==> src/rtl/hh_spike_detector.sv <==
// Spike detector for membrane-potential samples: threshold crossing with hysteresis,
// refractory window, saturating spike count and an FWFT FIFO of inter-spike intervals.
module hh_spike_detector #(
   parameter int DATA_W     = 16,
   parameter int ISI_W      = 16,
   parameter int REFRACT    = 4,
   parameter int FIFO_DEPTH = 4
) (
   input  logic              clk,
   input  logic              reset,
   input  logic              v_valid,
   input  logic [DATA_W-1:0] v_data,
   input  logic [DATA_W-1:0] threshold,
   input  logic [7:0]        hyst,
   output logic              spike,
   output logic [15:0]       spike_count,
   output logic              isi_valid,
   output logic [ISI_W-1:0]  isi_data,
   input  logic              isi_ready,
   output logic              overflow
);
   localparam int PTR_W = $clog2(FIFO_DEPTH);
   localparam int RC_W  = (REFRACT > 0) ? $clog2(REFRACT + 1) : 1;
   localparam logic [ISI_W-1:0] ISI_MAX = '1;
   localparam logic [PTR_W:0]   DEPTH_C = (PTR_W + 1)'(FIFO_DEPTH);

   typedef enum logic [1:0] {ARMED, ABOVE, REFRACTORY} state_t;
   state_t state, state_nx;

   logic signed [DATA_W:0] v_ext, thr_ext, hyst_ext, rearm;
   logic                   ge_thr, lt_rearm;
   logic                   spike_hit, rc_load, rc_dec;
   logic [RC_W-1:0]        refract_cnt;
   logic [ISI_W-1:0]       isi_cnt, isi_next;
   logic                   have_prev;

   logic [ISI_W-1:0] mem [FIFO_DEPTH];
   logic [PTR_W-1:0] wr_ptr, rd_ptr;
   logic [PTR_W:0]   count;
   logic             full, push_req, pop, do_push;

   // One extra bit of headroom so threshold - hyst cannot wrap.
   assign v_ext    = {v_data[DATA_W-1], v_data};
   assign thr_ext  = {threshold[DATA_W-1], threshold};
   assign hyst_ext = {{(DATA_W - 7){1'b0}}, hyst};
   assign rearm    = thr_ext - hyst_ext;
   assign ge_thr   = v_ext >= thr_ext;
   assign lt_rearm = v_ext < rearm;

   always_ff @(posedge clk) begin
      if (reset) state <= ARMED;
      else       state <= state_nx;
   end

   always_comb begin
      state_nx = state;
      if (v_valid) begin
         unique case (state)
            ARMED:      if (ge_thr) state_nx = ABOVE;
            ABOVE:      if (lt_rearm) state_nx = (REFRACT == 0) ? ARMED : REFRACTORY;
            REFRACTORY: if (refract_cnt == RC_W'(1)) state_nx = ARMED;
            default:    state_nx = ARMED;
         endcase
      end
   end

   always_comb begin
      spike_hit = v_valid && (state == ARMED) && ge_thr;
      rc_load   = v_valid && (state == ABOVE) && lt_rearm;
      rc_dec    = v_valid && (state == REFRACTORY);
   end

   assign isi_next = (isi_cnt == ISI_MAX) ? ISI_MAX : isi_cnt + ISI_W'(1);
   assign full     = (count == DEPTH_C);
   assign isi_valid = (count != '0);
   assign isi_data  = isi_valid ? mem[rd_ptr] : '0;
   assign pop       = isi_valid && isi_ready;
   assign push_req  = spike_hit && have_prev;
   assign do_push   = push_req && (!full || pop);

   always_ff @(posedge clk) begin
      if (reset) begin
         spike       <= 1'b0;
         spike_count <= '0;
         refract_cnt <= '0;
         isi_cnt     <= '0;
         have_prev   <= 1'b0;
      end else begin
         spike <= spike_hit;
         if (spike_hit && spike_count != '1) spike_count <= spike_count + 16'd1;
         if (rc_load)     refract_cnt <= RC_W'(REFRACT);
         else if (rc_dec) refract_cnt <= refract_cnt - RC_W'(1);
         if (spike_hit) begin
            isi_cnt   <= '0;
            have_prev <= 1'b1;
         end else if (v_valid) begin
            isi_cnt <= isi_next;
         end
      end
   end

   always_ff @(posedge clk) begin
      if (reset) begin
         wr_ptr   <= '0;
         rd_ptr   <= '0;
         count    <= '0;
         overflow <= 1'b0;
      end else begin
         if (do_push) begin
            mem[wr_ptr] <= isi_next;
            wr_ptr      <= wr_ptr + PTR_W'(1);
         end
         if (pop) rd_ptr <= rd_ptr + PTR_W'(1);
         if (push_req && !do_push) overflow <= 1'b1;
         unique case ({do_push, pop})
            2'b10:   count <= count + (PTR_W + 1)'(1);
            2'b01:   count <= count - (PTR_W + 1)'(1);
            default: count <= count;
         endcase
      end
   end
endmodule
==> config.mk <==
export PLATFORM = sky130hd
export DESIGN_NAME = hh_spike_detector
export DESIGN_NICKNAME = d
export VERILOG_FILES = /design/src/rtl/hh_spike_detector.sv
export SDC_FILE = /design/constraint.sdc
export NUM_CORES = 1
export LEC_CHECK = 0
export ABC_AREA = 1
export BUFFER_PORTS_ARGS = -buffer_cell sky130_fd_sc_hd__buf_4
export CAP_MARGIN = 15
export CORE_MARGIN = 2
export CORE_UTILIZATION = 45
export DETAILED_ROUTE_END_ITERATION = 8
export GPL_TIMING_DRIVEN = 0
export MAX_ROUTING_LAYER = met4
export PLACE_DENSITY = 0.66
export SLEW_MARGIN = 20
export SYNTH_ARGS = -nofsm -noshare
export SYNTH_HDL_FRONTEND = slang
export SYNTH_SLANG_ARGS = --single-unit
==> constraint.sdc <==
create_clock -name clk -period 7.8 [get_ports clk]
set_input_delay 2.34 -clock clk [delete_from_list [all_inputs] [get_ports clk]]
set_output_delay 2.34 -clock clk [all_outputs]
set_load 0.02 [all_outputs]
* Yosys cells after proc, flatten, opt, wreduce, memory -nomap -nowiden
Memory sizes are Yosys's and may differ from the RTL's. A register that Yosys moved wholly into a read port is not among the register bits.
Index checks and enable logic that the tools add are counted.
** Operators by class
- $add $sub $neg :: 8
- Divide/modulo/power cells :: 0
- Bitwise operators :: 0
- Reductions and logical operators :: 20
- Eq/ne operators :: 11
- Shift operators :: 0
- Order comparisons :: 2
- Muxes and demuxes :: 14
- $mul :: 0
** Operators by type and width (number)
- 16-bit by 1-bit adder with 16-bit output (second input constant) :: 2
- 16-bit 2-to-1 mux :: 2
- 16-bit by 17-bit less-than comparator with 1-bit output :: 1
- 16-bit by 9-bit subtractor with 17-bit output :: 1
- 16-bit == test (second input constant) :: 1
- 16-bit >= comparator :: 1
- 16-bit inequality test (second input constant) :: 1
- 1-bit logical AND :: 10
- 2-bit 2-to-1 mux :: 5
- 3-bit 2-to-1 mux :: 2
- 2-bit inequality test (second input constant) :: 3
- 2-bit case mux with 3 select lines :: 1
- 3-bit case mux with 2 select lines :: 1
- 3-bit by 1-bit subtractor with 3-bit output (second input constant) :: 2
- 2-bit by 1-bit adder with 2-bit output (second input constant) :: 2
- 2-bit by 1-bit == test with 1-bit output (second input constant) :: 2
- 2-bit == test (second input constant) :: 2
- 4-bit AND reduction :: 1
- 2-bit nonzero test :: 2
- 2-bit OR reduction :: 2
- 3-bit by 1-bit adder with 3-bit output (second input constant) :: 1
- 3-bit by 1-bit == test with 1-bit output (second input constant) :: 1
- 3-bit == test (second input constant) :: 1
- 1-bit 2-to-1 mux :: 3
- 4 further kinds :: 5
** Word-level totals
- Bits in writable memories :: 64
- Output and inout port bits :: 35
- Flip-flop bits (word level) :: 47
- Bits in read-only memories :: 0
- Memories kept :: 1
- Latch bits :: 0
** Memories
- mem :: words 4, width 16, rd ports 1, clocked after memory_dff 1, wr ports 1, line 37 : logic [ISI_W-1:0] mem [FIFO_DEPTH];

* Logic depth before layout (Yosys ltp)
Gate-level depths: netlist (run 1).
- Depth after elaboration :: 8
- Gate-level depth with buffers :: 22
- Gate-level depth less buffers :: 22

* Least setup slack after synthesis (run 1)
No wires, ideal clock.
- Kind :: input to register
- Start :: in hyst[3]
- End :: reg refract_cnt[1]
- Slack :: 2612 ps
- Required time :: 7683 ps
- Stages on the path :: 22
- Arrival time :: 5071 ps
- Setup time :: 117 ps
- Path buffers :: 0
- Path through :: inv_1 ha_1 a21o_1 nand3_1 o211ai_1 nand3_1 nand2_1 nor3_1 nand4_1 o21ai_0 inv_1 ha_1 nand2_1 inv_1 nand3_1 nor2_1 o2111ai_1 nand3_1 xor2_1 nand3_1 nand2_1 nor2_1
** Between the ends
- Word-level cells in the longest chain between the ends :: 4
** Ends and longest elaborated chain
- start, declared :: line 14 : input logic [7:0] hyst,
- 16-bit by 9-bit subtractor with 17-bit output :: line 46 : assign rearm = thr_ext - hyst_ext;
- 16-bit by 17-bit less-than comparator with 1-bit output :: line 48 : assign lt_rearm = v_ext < rearm;
- 1-bit logical AND :: line 69 : rc_load = v_valid && (state == ABOVE) && lt_rearm;
- 2-bit OR reduction (no source line)
- end signal, assigned :: line 91 : if (rc_load) refract_cnt <= RC_W'(REFRACT);
- end signal, assigned :: line 92 : else if (rc_dec) refract_cnt <= refract_cnt - RC_W'(1);
- end, declared :: line 33 : logic [RC_W-1:0] refract_cnt;
No other way between the ends.
A chain may end at the register's enable or synchronous reset.

* Worst setup path in the final report (run 1)
- Start :: in threshold[3]
- End :: reg refract_cnt[1]
** Between the ends
- Word-level cells in the longest chain between the ends :: 4
** Ends and longest elaborated chain
- start, declared :: line 13 : input logic [DATA_W-1:0] threshold,
- 16-bit by 9-bit subtractor with 17-bit output :: line 46
- 16-bit by 17-bit less-than comparator with 1-bit output :: line 48
- 1-bit logical AND :: line 69
- 2-bit OR reduction (no source line)
No other way between the ends.

==> reports/summary.txt, run 1 <==
Number of global-route vias before repair -> 4777
Hold Path Class -> reg -> reg
Antenna Nets Post-Route -> 0
Synth cell types -> 44
Clock Skews -> 0.00633 ns
Antenna violations before repair -> 0
CP endpoint kind -> flop
Largest net degree at the start of global routing -> 17
Cell Rows -> 43
Via count -> 5158
RSZ-0062 raised after global routing -> no
Final #Nets -> 959
Register Area -> 2900 um^2
Die X -> 123 um
Max Freq -> 184 MHz
Hold path cells -> 1
Tmin final -> 5.44 ns
Post-Syn Area -> 6420 um^2
GPL Wtd Cong -> 0.846
Worst setup SP type -> primary input
Reg2reg end -> count[2]$_SDFFE_PP0P_
Post-synthesis mux area share -> 0%
Area of the multi-input gates -> 3030 um^2
CP arrival -> 5.73 ns
Core Util, Final -> 56.6%
CTS root buffer -> clkbuf_16
Hold Buf Count CTS -> 0
Syn Inst Count -> 766
Commonest non-fill, non-tap cell in the layout -> nor2_1
R2r setup slk -> 5.54 ns
Most common cell on crit path -> nand3_1
RR Startpoint -> count[2]$_SDFFE_PP0P_
Die Area -> 15200 um^2
Synth Area per Inst -> 8.38 um^2
Period utilisation layout -> 69.7%
Least-Margin Pin Slew -> 0.643 ns
Static leakage -> 3.34 nW
Chip height -> 123 um
Yosys reg bits -> 113
Setup Buffers After CTS -> 0
Max VDD drop -> 0.162 mV
Final Hold Fails -> 0
Critical Path Stages -> 22
Synth async-reset ratio -> 0%
Sum Neg Setup Slack -> 0 ns
Total GRT Usage -> 19.7%
First-pass GRT wire length -> 22.3 mm
Bufs on Longest Clock Path -> 2
WL final -> 13.5 mm
P per Cell Area -> 247 nW/um^2
Crit. Startpoint -> threshold[3]
CP peak stage delay -> 0.38 ns
Per-cell routed wire length -> 12.8 um
Largest family of logic cells by synthesized area -> simple AND/OR/NAND/NOR gates
Ys Warns -> 0
Resize count post-CTS -> 0
FILL cells -> 1277
Outcome -> finished, final reports clean
Port bufs -> 76
First DRT Iteration DRCs -> 231
Remaining global-route overflow -> 0
Critical Setup Path Class -> in -> reg
CP max-delay cell -> ha_1
Clock Pin Slew Worst Setup and Hold Paths -> 0.05 ns
Cell count of the worst reg-to-reg path -> 10
Buf/Inv on CP -> 3
Detailed Place HPWL -> 9.94 mm
Area share of fa/ha/maj cells after synthesis -> 9.98%
Simple-Gate Fraction of Synth Area -> 21.0%
Routed vias/inst -> 4.88
Synth Area in Compound Gates -> 12.0%
Post-synthesis xor/xnor area fraction -> 4.09%
CTS buffer count -> 17
Core region area -> 13900 um^2
Initial Util -> 46.2%
Area growth from synthesis to layout -> 22.3%
Slew Viols, Final -> 0
Post-synth EDFFs -> 64
Worst-Skew Late Latency -> 0.41 ns
Max FO, Critical Path -> 6
Hold Path Origin -> overflow$_SDFFE_PP0P_
H-tree depth -> 4
Share of cells above drive strength 1 -> 15.8%
Clock sink total -> 113
Synth Flop Type -> edfxtp_1
CTS tree -> built
CP top delay family -> simple AND/OR/NAND/NOR gates
Rel. slew slack -> 56.7%
Max Cap Viol -> 0
Syn_nets -> 860
Commonest cells after routing, fill and taps aside -> nor2_1, nand2_1, inv_1
Crit path required time -> 8.10 ns
Antenna Cells -> 0
Crit-path cells -> buf_4 > ha_1 > a21o_1 > nand3_1 > o211ai_1 > nand3_1 > nand2_1 > nor3_1 > nand4_1 > o21ai_0 > inv_1 > ha_1 > nand2_1 > inv_1 > nand3_1 > nor2_1 > o2111ai_1 > nand3_1 > xor2_1 > nand3_1 > nand2_1 > nor2_1
# DRC -> 0
Tot Pwr -> 1.94 mW
# setup viols final -> 0
DR pass1 iterations -> 4
IO Count -> 79
Sequential-to-total area share from yosys stat -> 45.2%
CP Capture Point -> refract_cnt[1]$_SDFFE_PP0P_
## sequential cells by signal, summed over array words and instances, names as in the netlist, named ones only
| register | count |
|---|---|
| refract_cnt | 3 |
| mem | 64 |
| overflow | 1 |
| state | 2 |
| have_prev | 1 |
| rd_ptr | 2 |
| isi_cnt | 16 |
| wr_ptr | 2 |
| spike_count | 16 |
| count | 3 |
| spike | 1 |
## through the flow
stage / hold slack, ns / cell area, um^2 / setup WS (ns) / std cells
after floorplan: 0.436 / 6420 / 2.61 / 766
after global placement: 0.455 / 7210 / 1.90 / 1022
after detailed placement: 0.456 / 7280 / 1.92 / 1026
after CTS: 0.472 / 7850 / 2.34 / 1057
after global routing: 0.484 / 7850 / 1.87 / 1057
final: 0.467 / 7850 / 2.36 / 1057
## synthesized netlist by cell type, drive strengths merged (10+ instances only)
cell	n	area (um^2)
inv	102	383
xor2	23	201
nand4	10	68.8
a21oi	69	345
nor2	122	475
nand2	108	420
edfxtp	64	1920
dfxtp	49	981
clkbuf	16	60.1
nand3	44	230
ha	48	601
o21ai	54	274
nor3	13	86.3
## how the worst min path moves through the flow
stage                            endpoint  slack (ns)
global route        overflow$_SDFFE_PP0P_        0.48
global placement    overflow$_SDFFE_PP0P_        0.45
CTS                 overflow$_SDFFE_PP0P_        0.47
floorplan                            flop        0.44
finish              overflow$_SDFFE_PP0P_        0.47
detailed placement                   flop        0.46
## routing by layer
layer | track usage, % | part of all wire [%] | up-vias
met3 | 4.43 | 4.7 | 10
met1 | 24.4 | 47 | 2273
met4 | 5.97 | 0.93 | 0
met2 | 32.2 | 47 | 114
li1 | - | - | 2761
met5 | - | 0 | -
## logic make-up (layout without fill, tap and decap cells)
group,Yosys count,after routing
AO/OA/AOI/OAI,143,143
AND/OR/NAND/NOR,304,304
buffers and inverters,126,237
flip-flops,113,113
adder cells (fa/ha/maj),50,50
XOR/XNOR,30,30
## worst reg2reg max path, delay by kind of cell, from the launching register on
family,cells,cell delay (ns)
AO/OA/AOI/OAI,1,0.14
adder cells (fa/ha/maj),1,0.42
AND/OR/NAND/NOR,5,0.87
flip-flops,1,0.32
buffers and inverters,3,0.41
## area by class of cell
type | count | area share [%]
Buffer | 23 | 1.35
Multi-Input combinational cell | 527 | 38.6
Timing Repair Buffer | 80 | 7.93
Clock inverter | 12 | 1.82
Clock buffer | 19 | 5.51
Sequential cell | 113 | 37.0
Inverter | 103 | 4.92
Tap cell | 180 | 2.87
## report_power, final
part	leakage, nW	total [mW]	internal [mW]	switching [mW]
logic	2.12	0.532	0.191	0.341
registers	0.958	0.662	0.650	0.0118
clock network	0.271	0.748	0.494	0.253
(Power assumes the default switching activity.)
==> run 2, diff against run 1 <==
--- a/config.mk
+++ b/config.mk
@@ -13,7 +13,7 @@
 export DETAILED_ROUTE_END_ITERATION = 8
 export GPL_TIMING_DRIVEN = 0
 export MAX_ROUTING_LAYER = met4
-export PLACE_DENSITY = 0.66
+export PLACE_DENSITY = 0.69
 export SLEW_MARGIN = 20
 export SYNTH_ARGS = -nofsm -noshare
 export SYNTH_HDL_FRONTEND = slang
==> constraint.sdc (replaced) <==
create_clock -name clk -period 4.5 [get_ports clk]
set_input_delay 1.35 -clock clk [delete_from_list [all_inputs] [get_ports clk]]
set_output_delay 1.35 -clock clk [all_outputs]
set_load 0.02 [all_outputs]
==> reports/summary.txt, run 2 (synthesis gave the netlist of run 1 again) <==
H-tree depth -> 4
Bufs on Longest Clock Path -> 2
CP top delay family -> adder cells
Remaining global-route overflow -> 0
Crit path required time -> 4.83 ns
P per Cell Area -> 428 nW/um^2
Period utilisation layout -> 92.7%
RR Startpoint -> count[2]$_SDFFE_PP0P_
Die X -> 123 um
IO Count -> 79
Buf/Inv on CP -> 4
Antenna Nets Post-Route -> 0
CP max-delay cell -> fa_1
Clock sink total -> 113
Clock Pin Slew Worst Setup and Hold Paths -> 0.05 ns
Clock Skews -> 0.00957 ns
Hold Path Origin -> overflow$_SDFFE_PP0P_
Max FFs per register -> 64
Core Util, Final -> 56.9%
DR pass1 iterations -> 5
CP endpoint kind -> flop
# setup viols final -> 0
Outcome -> finished, final reports clean
Max FO, Critical Path -> 3
Reg2reg end -> count[2]$_SDFFE_PP0P_
R2r setup slk -> 2.25 ns
Max VDD drop -> 0.234 mV
CTS tree -> built
WL final -> 14.1 mm
Final #Nets -> 960
Share of cells above drive strength 1 -> 16.6%
Hold path cells -> 1
Least-Margin Pin Slew -> 0.758 ns
Cell Rows -> 43
Rel. slew slack -> 48.9%
CP peak stage delay -> 0.43 ns
Slew Viols, Final -> 0
CP arrival -> 4.50 ns
Hold Buf Count CTS -> 0
CTS buffer count -> 17
Crit-path cells -> buf_4 > inv_1 > ha_1 > fa_1 > o211ai_1 > nand3_1 > nand2_1 > nor3_4 > buf_4 > xor2_1 > ha_1 > nand2_1 > inv_1 > o21ai_0 > a21oi_1 > nor2_1 > nand3_1 > xor2_2 > nand3_1 > nand2_1 > a21oi_1
Top reg by flops -> mem
Initial Util -> 46.2%
Met1 GRT Util -> 25.1%
Max Freq -> 240 MHz
Chip height -> 123 um
Per-cell routed wire length -> 13.3 um
Detailed Place HPWL -> 10.3 mm
Final Hold Fails -> 0
Worst-Skew Late Latency -> 0.41 ns
Max Cap Viol -> 0
Core region area -> 13900 um^2
First-pass GRT wire length -> 23.5 mm
Hold Path Class -> reg -> reg
Met2 Use GR -> 33.7%
Static leakage -> 3.37 nW
Antenna Cells -> 0
Regs by FF count -> mem (64), isi_cnt (16), spike_count (16)
Total GRT Usage -> 20.6%
Met3 usage -> 5.58%
Antenna violations before repair -> 0
Routed vias/inst -> 4.94
Commonest cells after routing, fill and taps aside -> nor2_1, nand2_1, inv_1
First DRT Iteration DRCs -> 370
Worst setup SP type -> primary input
Most Crowded Layer GR -> met2
Number of global-route vias before repair -> 5044
Hold EP -> overflow$_SDFFE_PP0P_
Area growth from synthesis to layout -> 23.0%
Cell count of the worst reg-to-reg path -> 10
Largest net degree at the start of global routing -> 17
# DRC -> 0
Via count -> 5219
Tmin final -> 4.17 ns
RSZ-0062 raised after global routing -> no
Port bufs -> 76
GPL Wtd Cong -> 0.874
Sum Neg Setup Slack -> 0 ns
Commonest non-fill, non-tap cell in the layout -> nor2_1
CTS root buffer -> clkbuf_16
Critical Setup Path Class -> in -> reg
Die Area -> 15200 um^2
## run 2: cell count changes in the layout (fill, tap and decap cells not counted), sizes merged
cell	change
clkbuf	-1
buf	+1
## run 2: repair_timing
action,in CTS,in global routing
pin swaps,0,4
gates cloned,0,0
setup buffers,0,1
resized for setup,1,6
endpoints found under the setup margin,1,5
## run 2: routing by layer
metal	part of all wire, %	vias to the layer above
met5	0	-
met1	47	2342
met2	48	108
met4	1.1	0
li1	-	2751
met3	4.7	18
## run 2: where the power goes
group	internal, mW	total, mW	switching [mW]
combinational	0.331	0.920	0.589
sequential	1.13	1.15	0.0223
clock	0.855	1.31	0.452
## run 2: area by class of cell
| cell class | count | area, um^2 |
|---|---|---|
| plain buffers | 23 | 106 |
| clock buffers | 18 | 429 |
| clock inverters | 12 | 144 |
| fillers | 1280 | 5990 |
| inverters | 103 | 387 |
| multi-input cells | 527 | 3070 |
| flip-flops and latches | 113 | 2900 |
| well taps | 180 | 225 |
| repair buffers | 81 | 631 |
## run 2: how the worst max path moves through the flow
stage | slack, ns | to | cells after the start | from
2_1_floorplan | 0.30 | refract_cnt[1]$_SDFFE_PP0P_ | 22 | hyst[3]
3_3_place_gp | -0.42 | refract_cnt[1]$_SDFFE_PP0P_ | 22 | threshold[3]
3_5_place_dp | -0.44 | refract_cnt[0]$_SDFFE_PP0P_ | 22 | threshold[3]
4_1_cts | 0.15 | refract_cnt[0]$_SDFFE_PP0P_ | 22 | threshold[3]
5_1_grt | 0.005 | state[0]$_SDFFE_PP0P_ | 22 | threshold[0]
6_report | 0.33 | refract_cnt[0]$_SDFFE_PP0P_ | 21 | threshold[0]
## run 2: per-stage QoR
stage	cell area (um^2)	hold slack [ns]	power [mW]	cells	setup slack, ns
after floorplan	6420	0.436	1.75	766	0.302
after global placement	7210	0.452	2.07	1022	-0.418
after detailed placement	7280	0.455	2.08	1026	-0.437
after CTS	7860	0.467	3.39	1056	0.147
after global routing	7890	0.499	3.56	1057	0.00494
final	7890	0.464	3.38	1057	0.330
